<file path="config.mk">
export PLATFORM = sky130hd
export DESIGN_NAME = mmio_bridge
export DESIGN_NICKNAME = d
export VERILOG_FILES = /design/src/rtl/mmio_bridge.sv
export SDC_FILE = /design/constraint.sdc
export NUM_CORES = 2
export LEC_CHECK = 0
export ABC_CLOCK_PERIOD_IN_PS = 11600
export BUFFER_PORTS_ARGS = -buffer_cell sky130_fd_sc_hd__buf_4
export CORE_MARGIN = 3
export CORE_UTILIZATION = 60
export DETAILED_ROUTE_END_ITERATION = 7
export PLACE_DENSITY = 0.77
export SYNTH_ARGS = -nofsm -noshare
export SYNTH_HDL_FRONTEND = slang
export SYNTH_MEMORY_MAX_BITS = 65536
export SYNTH_SLANG_ARGS = --single-unit
</file>
<file path="constraint.sdc">
create_clock -name clk -period 11.6 [get_ports clk]
set_clock_uncertainty 0.2 [all_clocks]
set_input_delay 3.48 -clock clk [delete_from_list [all_inputs] [get_ports clk]]
set_output_delay 3.48 -clock clk [all_outputs]
set_load 0.03 [all_outputs]
</file>
<file path="src/rtl/mmio_bridge.sv">
// mmio_bridge: routes tagged CPU data accesses to device channels, with timeout, sticky bus error and a trace FIFO
module mmio_bridge #(
    parameter int ADDR_W = 30,
    parameter int NUM_DEV = 4,
    parameter logic [4*NUM_DEV-1:0] DEV_BASE = {4'hf, 4'he, 4'hd, 4'hc},
    parameter int TIMEOUT = 255,
    parameter int TRACE_DEPTH = 64,
    localparam int IDX_W = (NUM_DEV > 1) ? $clog2(NUM_DEV) : 1,
    localparam int TW = 2 + IDX_W + ADDR_W + 32
) (
    input  logic                  clk,
    input  logic                  rst,
    input  logic                  dmem_read_in,
    input  logic                  dmem_write_in,
    input  logic [ADDR_W-1:0]     dmem_addr,
    input  logic [31:0]           data_from_reg,
    input  logic [3:0]            dmem_byte_w_en,
    input  logic                  ext_stall,
    output logic                  mem_stall,
    output logic [31:0]           dmem_data_out,
    output logic                  mmio_hit,
    output logic                  bus_err,
    output logic [NUM_DEV-1:0]    dev_req,
    output logic                  dev_we,
    output logic [ADDR_W-1:0]     dev_addr,
    output logic [31:0]           dev_wdata,
    output logic [3:0]            dev_be,
    input  logic [NUM_DEV-1:0]    dev_ack,
    input  logic [NUM_DEV*32-1:0] dev_rdata,
    input  logic                  trace_rd_en,
    output logic [TW-1:0]         trace_data,
    output logic                  trace_empty,
    output logic                  trace_full,
    output logic [7:0]            trace_ovf
);
    localparam int CW = $clog2(TIMEOUT + 1);
    localparam int PW = $clog2(TRACE_DEPTH) + 1;
    typedef enum logic [1:0] {IDLE, REQ, DONE} state_t;
    state_t            state_q;
    logic [CW-1:0]     cnt_q;
    logic [31:0]       rdata_q, wdata_q, rdata_d;
    logic [ADDR_W-1:0] addr_q;
    logic [3:0]        be_q, tag;
    logic              we_q, bus_err_q, hit_any, ack, tmo, push, do_rd, do_wr;
    logic [IDX_W-1:0]  idx_q, hit_idx;
    logic [TW-1:0]     trace_d;
    logic [TW-1:0]     mem_q [TRACE_DEPTH];
    logic [PW-1:0]     wp_q, rp_q;
    logic [7:0]        ovf_q;

    assign tag = dmem_addr[ADDR_W-1 -: 4];

    // region decode: scan downwards so the lowest matching channel wins
    always_comb begin
        hit_any = 1'b0;
        hit_idx = '0;
        for (int i = NUM_DEV - 1; i >= 0; i--)
            if (tag == DEV_BASE[4*i +: 4]) begin
                hit_any = 1'b1;
                hit_idx = IDX_W'(i);
            end
    end

    assign mmio_hit      = (dmem_read_in || dmem_write_in) && hit_any;
    assign mem_stall     = (state_q == IDLE && mmio_hit) || state_q == REQ;
    assign dmem_data_out = (state_q == DONE && !we_q) ? rdata_q : '0;
    assign bus_err       = bus_err_q;
    assign dev_req       = (state_q == REQ) ? (NUM_DEV'(1) << idx_q) : '0;
    assign dev_we        = we_q;
    assign dev_addr      = addr_q;
    assign dev_wdata     = wdata_q;
    assign dev_be        = be_q;
    assign ack           = state_q == REQ && dev_ack[idx_q];
    assign tmo           = state_q == REQ && cnt_q == CW'(TIMEOUT - 1);
    assign push          = ack || tmo;
    assign rdata_d       = ack ? dev_rdata[{idx_q, 5'd0} +: 32] : 32'hDEAD_BEEF;
    assign trace_d       = {~ack, we_q, idx_q, addr_q, we_q ? wdata_q : rdata_d};

    // transaction FSM: latch the access, wait for ack or timeout, hold the result while the core is stalled elsewhere
    always_ff @(posedge clk or negedge rst) begin
        if (!rst) begin
            state_q   <= IDLE;
            cnt_q     <= '0;
            rdata_q   <= '0;
            wdata_q   <= '0;
            addr_q    <= '0;
            be_q      <= '0;
            we_q      <= 1'b0;
            idx_q     <= '0;
            bus_err_q <= 1'b0;
        end else begin
            case (state_q)
                IDLE: if (mmio_hit) begin
                    addr_q  <= dmem_addr;
                    wdata_q <= data_from_reg;
                    be_q    <= dmem_byte_w_en;
                    we_q    <= dmem_write_in;
                    idx_q   <= hit_idx;
                    cnt_q   <= '0;
                    state_q <= REQ;
                end
                REQ: begin
                    cnt_q <= cnt_q + CW'(1);
                    if (push) begin
                        rdata_q   <= rdata_d;
                        bus_err_q <= ~ack;
                        state_q   <= DONE;
                    end
                end
                DONE: if (!ext_stall) state_q <= IDLE;
                default: state_q <= IDLE;
            endcase
        end
    end

    assign trace_empty = wp_q == rp_q;
    assign trace_full  = (wp_q ^ rp_q) == {1'b1, {(PW-1){1'b0}}};
    assign trace_data  = mem_q[rp_q[PW-2:0]];
    assign trace_ovf   = ovf_q;
    assign do_rd       = trace_rd_en && !trace_empty;
    assign do_wr       = push && (!trace_full || do_rd);

    // trace pointers and saturating count of entries dropped while full
    always_ff @(posedge clk or negedge rst) begin
        if (!rst) begin
            wp_q  <= '0;
            rp_q  <= '0;
            ovf_q <= '0;
        end else begin
            if (do_wr) wp_q <= wp_q + PW'(1);
            if (do_rd) rp_q <= rp_q + PW'(1);
            if (push && !do_wr && ovf_q != 8'hff) ovf_q <= ovf_q + 8'd1;
        end
    end

    // trace storage; contents are only visible through valid pointers so need no reset
    always_ff @(posedge clk) begin
        if (do_wr) mem_q[wp_q[PW-2:0]] <= trace_d;
    end
endmodule

</file>
## Yosys cells after proc, flatten, opt, wreduce, memory -nomap -nowiden

Memories as Yosys holds them, arrays and structs flattened.
Cells that the tools add are included.

- Flip-flop bits (word level): 134
- Memory bits (writable): 4,224
- Output and inout port bits: 182
- Memories kept: 1

- Add/sub/neg operators: 4
- Magnitude comparators: 1
- Equal/unequal tests: 13
- Shift-type cells: 2
- Muxes and demuxes: 22
- Bitwise operators: 2
- Reduce and logical (&&, ||, !) cells: 23

Memories:

| name | words | bits a word | read ports | clocked after memory_dff | write ports | RTL line | RTL |
|---|---|---|---|---|---|---|---|
| mem_q | 64 | 66 | 1 | 0 | 1 | 47 | `logic [TW-1:0] mem_q [TRACE_DEPTH];` |

Operators with widths:

| cell | number |
|---|---|
| indexed part select 128 x 8 -> 32 bit | 1 |
| two-way mux 32 bit | 3 |
| adder 8 x 1 -> 8 bit, second input constant | 2 |
| equality test 4 bit, second input constant | 4 |
| case mux 8 bit (2 select lines) | 1 |
| adder 7 x 1 -> 7 bit, second input constant | 2 |
| two-way mux 2 bit | 7 |
| logical AND 1 bit | 9 |
| equality test 8 bit, second input constant | 1 |
| two-way mux 8 bit | 1 |
| != test 8 bit, second input constant | 1 |
| equality test 7 bit | 1 |
| equality test 7 bit, second input constant | 1 |
| two-way mux 1 bit | 7 |
| XOR 7 bit | 1 |
| != test 2 bit, second input constant | 3 |
| case mux 2 bit (3 select lines) | 1 |
| AND reduction 2 bit | 3 |
| logical NOT 1 bit | 4 |
| logical OR 1 bit | 4 |
| two-way mux 4 bit | 1 |
| << shifter 1 x 2 -> 4 bit, first input constant | 1 |
| < comparator 2 x 3 -> 1 bit, second input constant | 1 |
| AND reduction 3 bit | 1 |
| other kinds (6) | 6 |

## Logic depth before layout (Yosys ltp)

- Word-level depth: 8
- Mapped depth: 10

## Worst setup path after synthesis

OpenSTA, ideal clock, no wires.

- Path type: in2reg
- Start: input dev_ack[1]
- End: memory mem_q[0][29] in the netlist's numbering, data pin
- Setup time: 0.720 ns
- Arrival time: 7.598 ns
- Setup slack: 3.082 ns
- Stages: 5
- Path buffers: 2
- Cells stage by stage: mux4_2 nand2_1 buf_2 clkbuf_1 o31ai_1

- Cells in the longest elaborated chain, start to end: 5

RTL lines:

| element | RTL line | RTL |
|---|---|---|
| from (decl) | 28 | `input logic [NUM_DEV-1:0] dev_ack,` |
| binary-select mux 1 bit (select 2 bit) | 73 | `assign ack = state_q == REQ && dev_ack[idx_q];` |
| two-way mux 1 bit (not written as such) | 73 |  |
| logical AND 1 bit | 73 |  |
| two-way mux 32 bit | 76 | `assign rdata_d = ack ? dev_rdata[{idx_q, 5'd0} +: 32] : 32'hDEAD_BEEF;` |
| two-way mux 32 bit | 77 | `assign trace_d = {~ack, we_q, idx_q, addr_q, we_q ? wdata_q : rdata_d};` |
| via trace_d[29] | 46 | `logic [TW-1:0] trace_d;` |
| to (decl) | 47 |  |

The timed path passes the listed nets, and every way through them passes these cells. The select of a mux whose other input is x is not followed.

## Worst setup path in the final report

- Start: register rp_q[2]
- End: output trace_data[54]

- Cells in the longest elaborated chain, start to end: 1

RTL lines:

| element | RTL line | RTL |
|---|---|---|
| from (decl) | 48 | `logic [PW-1:0] wp_q, rp_q;` |
| from (signal assigned) | 131 | `if (do_rd) rp_q <= rp_q + PW'(1);` |
| memory read (64 x 66 bit) | -- |  |
| to (decl) | 31 | `output logic [TW-1:0] trace_data,` |

Every way passes these cells.

==> flow_summary.yaml <==
route:
  drc: 0
  drt_iter0_markers: 14500
  firstDrtPassIters: 8
  post_drt_via_cell_ratio: 7.11
  ant_nets: 0
  vias: 88600
  wl_mm: 479
  routedWlPerCell_um: 38.5
synth:
  mappedNetlistArea_mm2: 0.168
  yosysTopAreaCellShare_pct: 75.5
  synth_edf_count: 4224
  synth_cells: 7808
  yosys-top-cells-area: "edfxtp_1 76%, mux4_2 12%, mux2i_1 2.7%, dfrtp_1 2.0%, o22ai_1 0.74%"
  async_reset_ff_share_pct: 3.07
  synth_seq_area_share_pct: 77.5
  synth_nets: 8017
  ys_seq_elements: 4358
  syn_avg_cell_area_um2: 21.5
  ys.flop_type: "edfxtp_1"
  yosysTopAreaCell: "edfxtp_1"
  yosys_warnings: 0
  yosys.cell_types.count: 58
timing:
  setup_violations: 0
  final_hold_viol_count: 0
  fin_crit_sh_pct: 77.8
  rsz0062_at_grt: "no"
  drv_slew: 0
  max_freq_mhz: 111
  max-slew-margin-rel_pct: 4.54
  tightest_slew_ns: 1.43
  holdWs_ns: 0.278
  fin_tns_setup_ns: 0
  fin_crit_ns: 9.03
clock_network:
  clkSlewWorstSetupHoldPaths_ns: 0.07
  cts_buffers: 418
  cts_buffer_depth: 4
  cts_resized: 0
  htree_levels: 5
  cts_setup_buffers: 0
  cts_root_buffer: "clkbuf_16"
  cts_tree: "done"
  ctsHoldBuffers: 0
  clk-insertion-delay-late_ns: 1.00
  clock-sinks: 4358
final_layout:
  final_common_cell: "edfxtp_1"
  final_cell_mix: "4224 x edfxtp_1, 921 x mux4_2, 606 x buf_4"
  multi_input_area_mm2: 0.0358
  nets: 8588
  regArea_mm2: 0.130
  area_growth_pct: 12.9
  fillers: 16300
  final_layout_size_suffix_gt1_share_pct: 27.5
placement:
  io_buffers: 385
  hpwlAfterDp_mm: 252
  gp_congestion: 0.939
min_path:
  hold_path.class: "reg -> reg"
grt:
  grt_first_pass_wirelength_mm: 677
  grt_max_degree: 151
  grt.total_usage_pct: 33.7
  antenna_found_initial: 25
  gr-total-overflow: 0
  first_global_vias: 89500
power_and_ir_drop:
  p_leak_uw: 0.0613
  power_density_mw_per_mm2: 263
  peakVddDrop_uv: 310
run:
  maxCapViolations: 0
floorplanning:
  die_h_um: 535
  coreArea_mm2: 0.277
  io_pins: 386
  start_util_pct: 60.5
  die_w_um: 535
  die-area_mm2: 0.286
  rows: 193
worst_setup_path:
  arrival_ns: 5.35
  critPathRequiredTime_ns: 7.92
  crit_type: "reg -> out"
  worstSetupEndpointType: "output pin"
  cp-start-kind: "flop"
  crit_fanout: 53
run_status:
  outcome: "complete, no violations"
-- area by class of cell --
type,instances,area share (%)
Inverter,5,0.00990
Clock inverter,247,1.37
Multi-Input combinational cell,2956,18.9
Timing Repair Buffer,640,2.75
Tap cell,3705,2.44
Sequential cell,4358,68.7
Antenna cell,17,0.0224
Clock buffer,534,5.82
-- power breakdown --
part,internal [uW],switching (uW),leakage (uW)
sequential,20000,623,0.0396
combinational,5520,10100,0.0151
clock,7620,5980,0.00659
-- critical path: stages, from the launching register on --
cell and delay, ns:
dfrtp_4 0.89, buf_4 0.77, nor2b_4 0.30, buf_4 0.68, a22o_1 0.26, a211oi_1 0.07, o311ai_1 0.95, buf_4 0.31
-- registers in the layout, indices dropped and copies added, names as in the netlist --
register and flops:
wp_q 7, rp_q 7, rdata_q 32, state_q 2, dev_we 1, dev_wdata 32
mem_q 4224, bus_err 1, trace_ovf 8, cnt_q 8, dev_be 4, dev_addr 30
idx_q 2
-- final timing paths --
check / from / endpoint / slack (ns) / cells past startpoint
setup / recovery: rp_q[2] / trace_data[54] / 2.57 / 7
hold / removal: rdata_q[8] / rdata_q[8] / 0.28 / 2
setup reg to reg: rp_q[3] / mem_q[42][17] / 4.69 / 10
hold reg to reg: rdata_q[8] / rdata_q[8] / 0.28 / 2
max in group asynchronous: rst / dev_addr[2] / 7.27 / 2
min in group asynchronous: rst / bus_err / 2.40 / 1
-- synthesized netlist by cell type (6+ instances only) --
library cell,count
a22oi_1,48
or2_2,26
a211o_1,39
buf_4,75
dfrtp_1,134
buf_1,41
a22o_1,20
nand4_1,17
o21ai_1,8
and2_1,37
nor2_1,115
o221ai_1,42
nand2b_1,9
nor3_1,51
buf_2,159
o21a_1,25
nor2b_1,65
mux4_2,921
o22ai_1,198
xor2_1,14
a2111oi_0,9
buf_6,30
o31ai_1,8
mux2i_1,458
nand2_1,303
a211oi_1,115
o311ai_1,9
a221oi_1,43
xnor2_1,12
o22a_1,18
clkbuf_1,183
a311o_1,13
o21ai_0,89
nand3_1,24
mux2_2,84
a21oi_1,91
edfxtp_1,4224
nand3b_1,6
-- routing by layer --
| layer | global-route usage (%) | routed length [um] | vias up |
|---|---|---|---|
| met3 | 9.60 | 68600 | 1505 |
| li1 | - | - | 33800 |
| met1 | 45.3 | 159000 | 45600 |
| met4 | 15.4 | 26700 | 14 |
| met2 | 52.0 | 225000 | 7657 |
| met5 | 0 | 89 | - |
-- metrics by stage --
stage | util, % | total power, uW | cells | instance area, um^2 | setup WS [ns]
finish | 68.3 | 49800 | 12500 | 190000 | 2.57
detailed placement | 63.4 | 36300 | 11700 | 176000 | 3.11
floorplan | - | 30700 | 7808 | 168000 | 3.08
CTS | 68.3 | 49800 | 12400 | 190000 | 2.64
global route | 68.3 | 51200 | 12400 | 190000 | 2.57
global placement | 63.4 | 35900 | 11700 | 176000 | 3.03
-- cells by family (layout without fill, tap and decap cells) --
group,count (synthesis),in the layout,share of synthesized area (%)
AOI/OAI and AO/OA,782,782,3.23
xor gates and xnor gates,26,26,0.136
adders and majority gates,5,5,0.0373
buffers and inverters,494,1426,1.53
DFF,4358,4358,77.5
muxes,1464,1464,15.7
other,0,17,0
and+or+nand+nor,679,679,1.88
(Power assumes the default switching activity.)
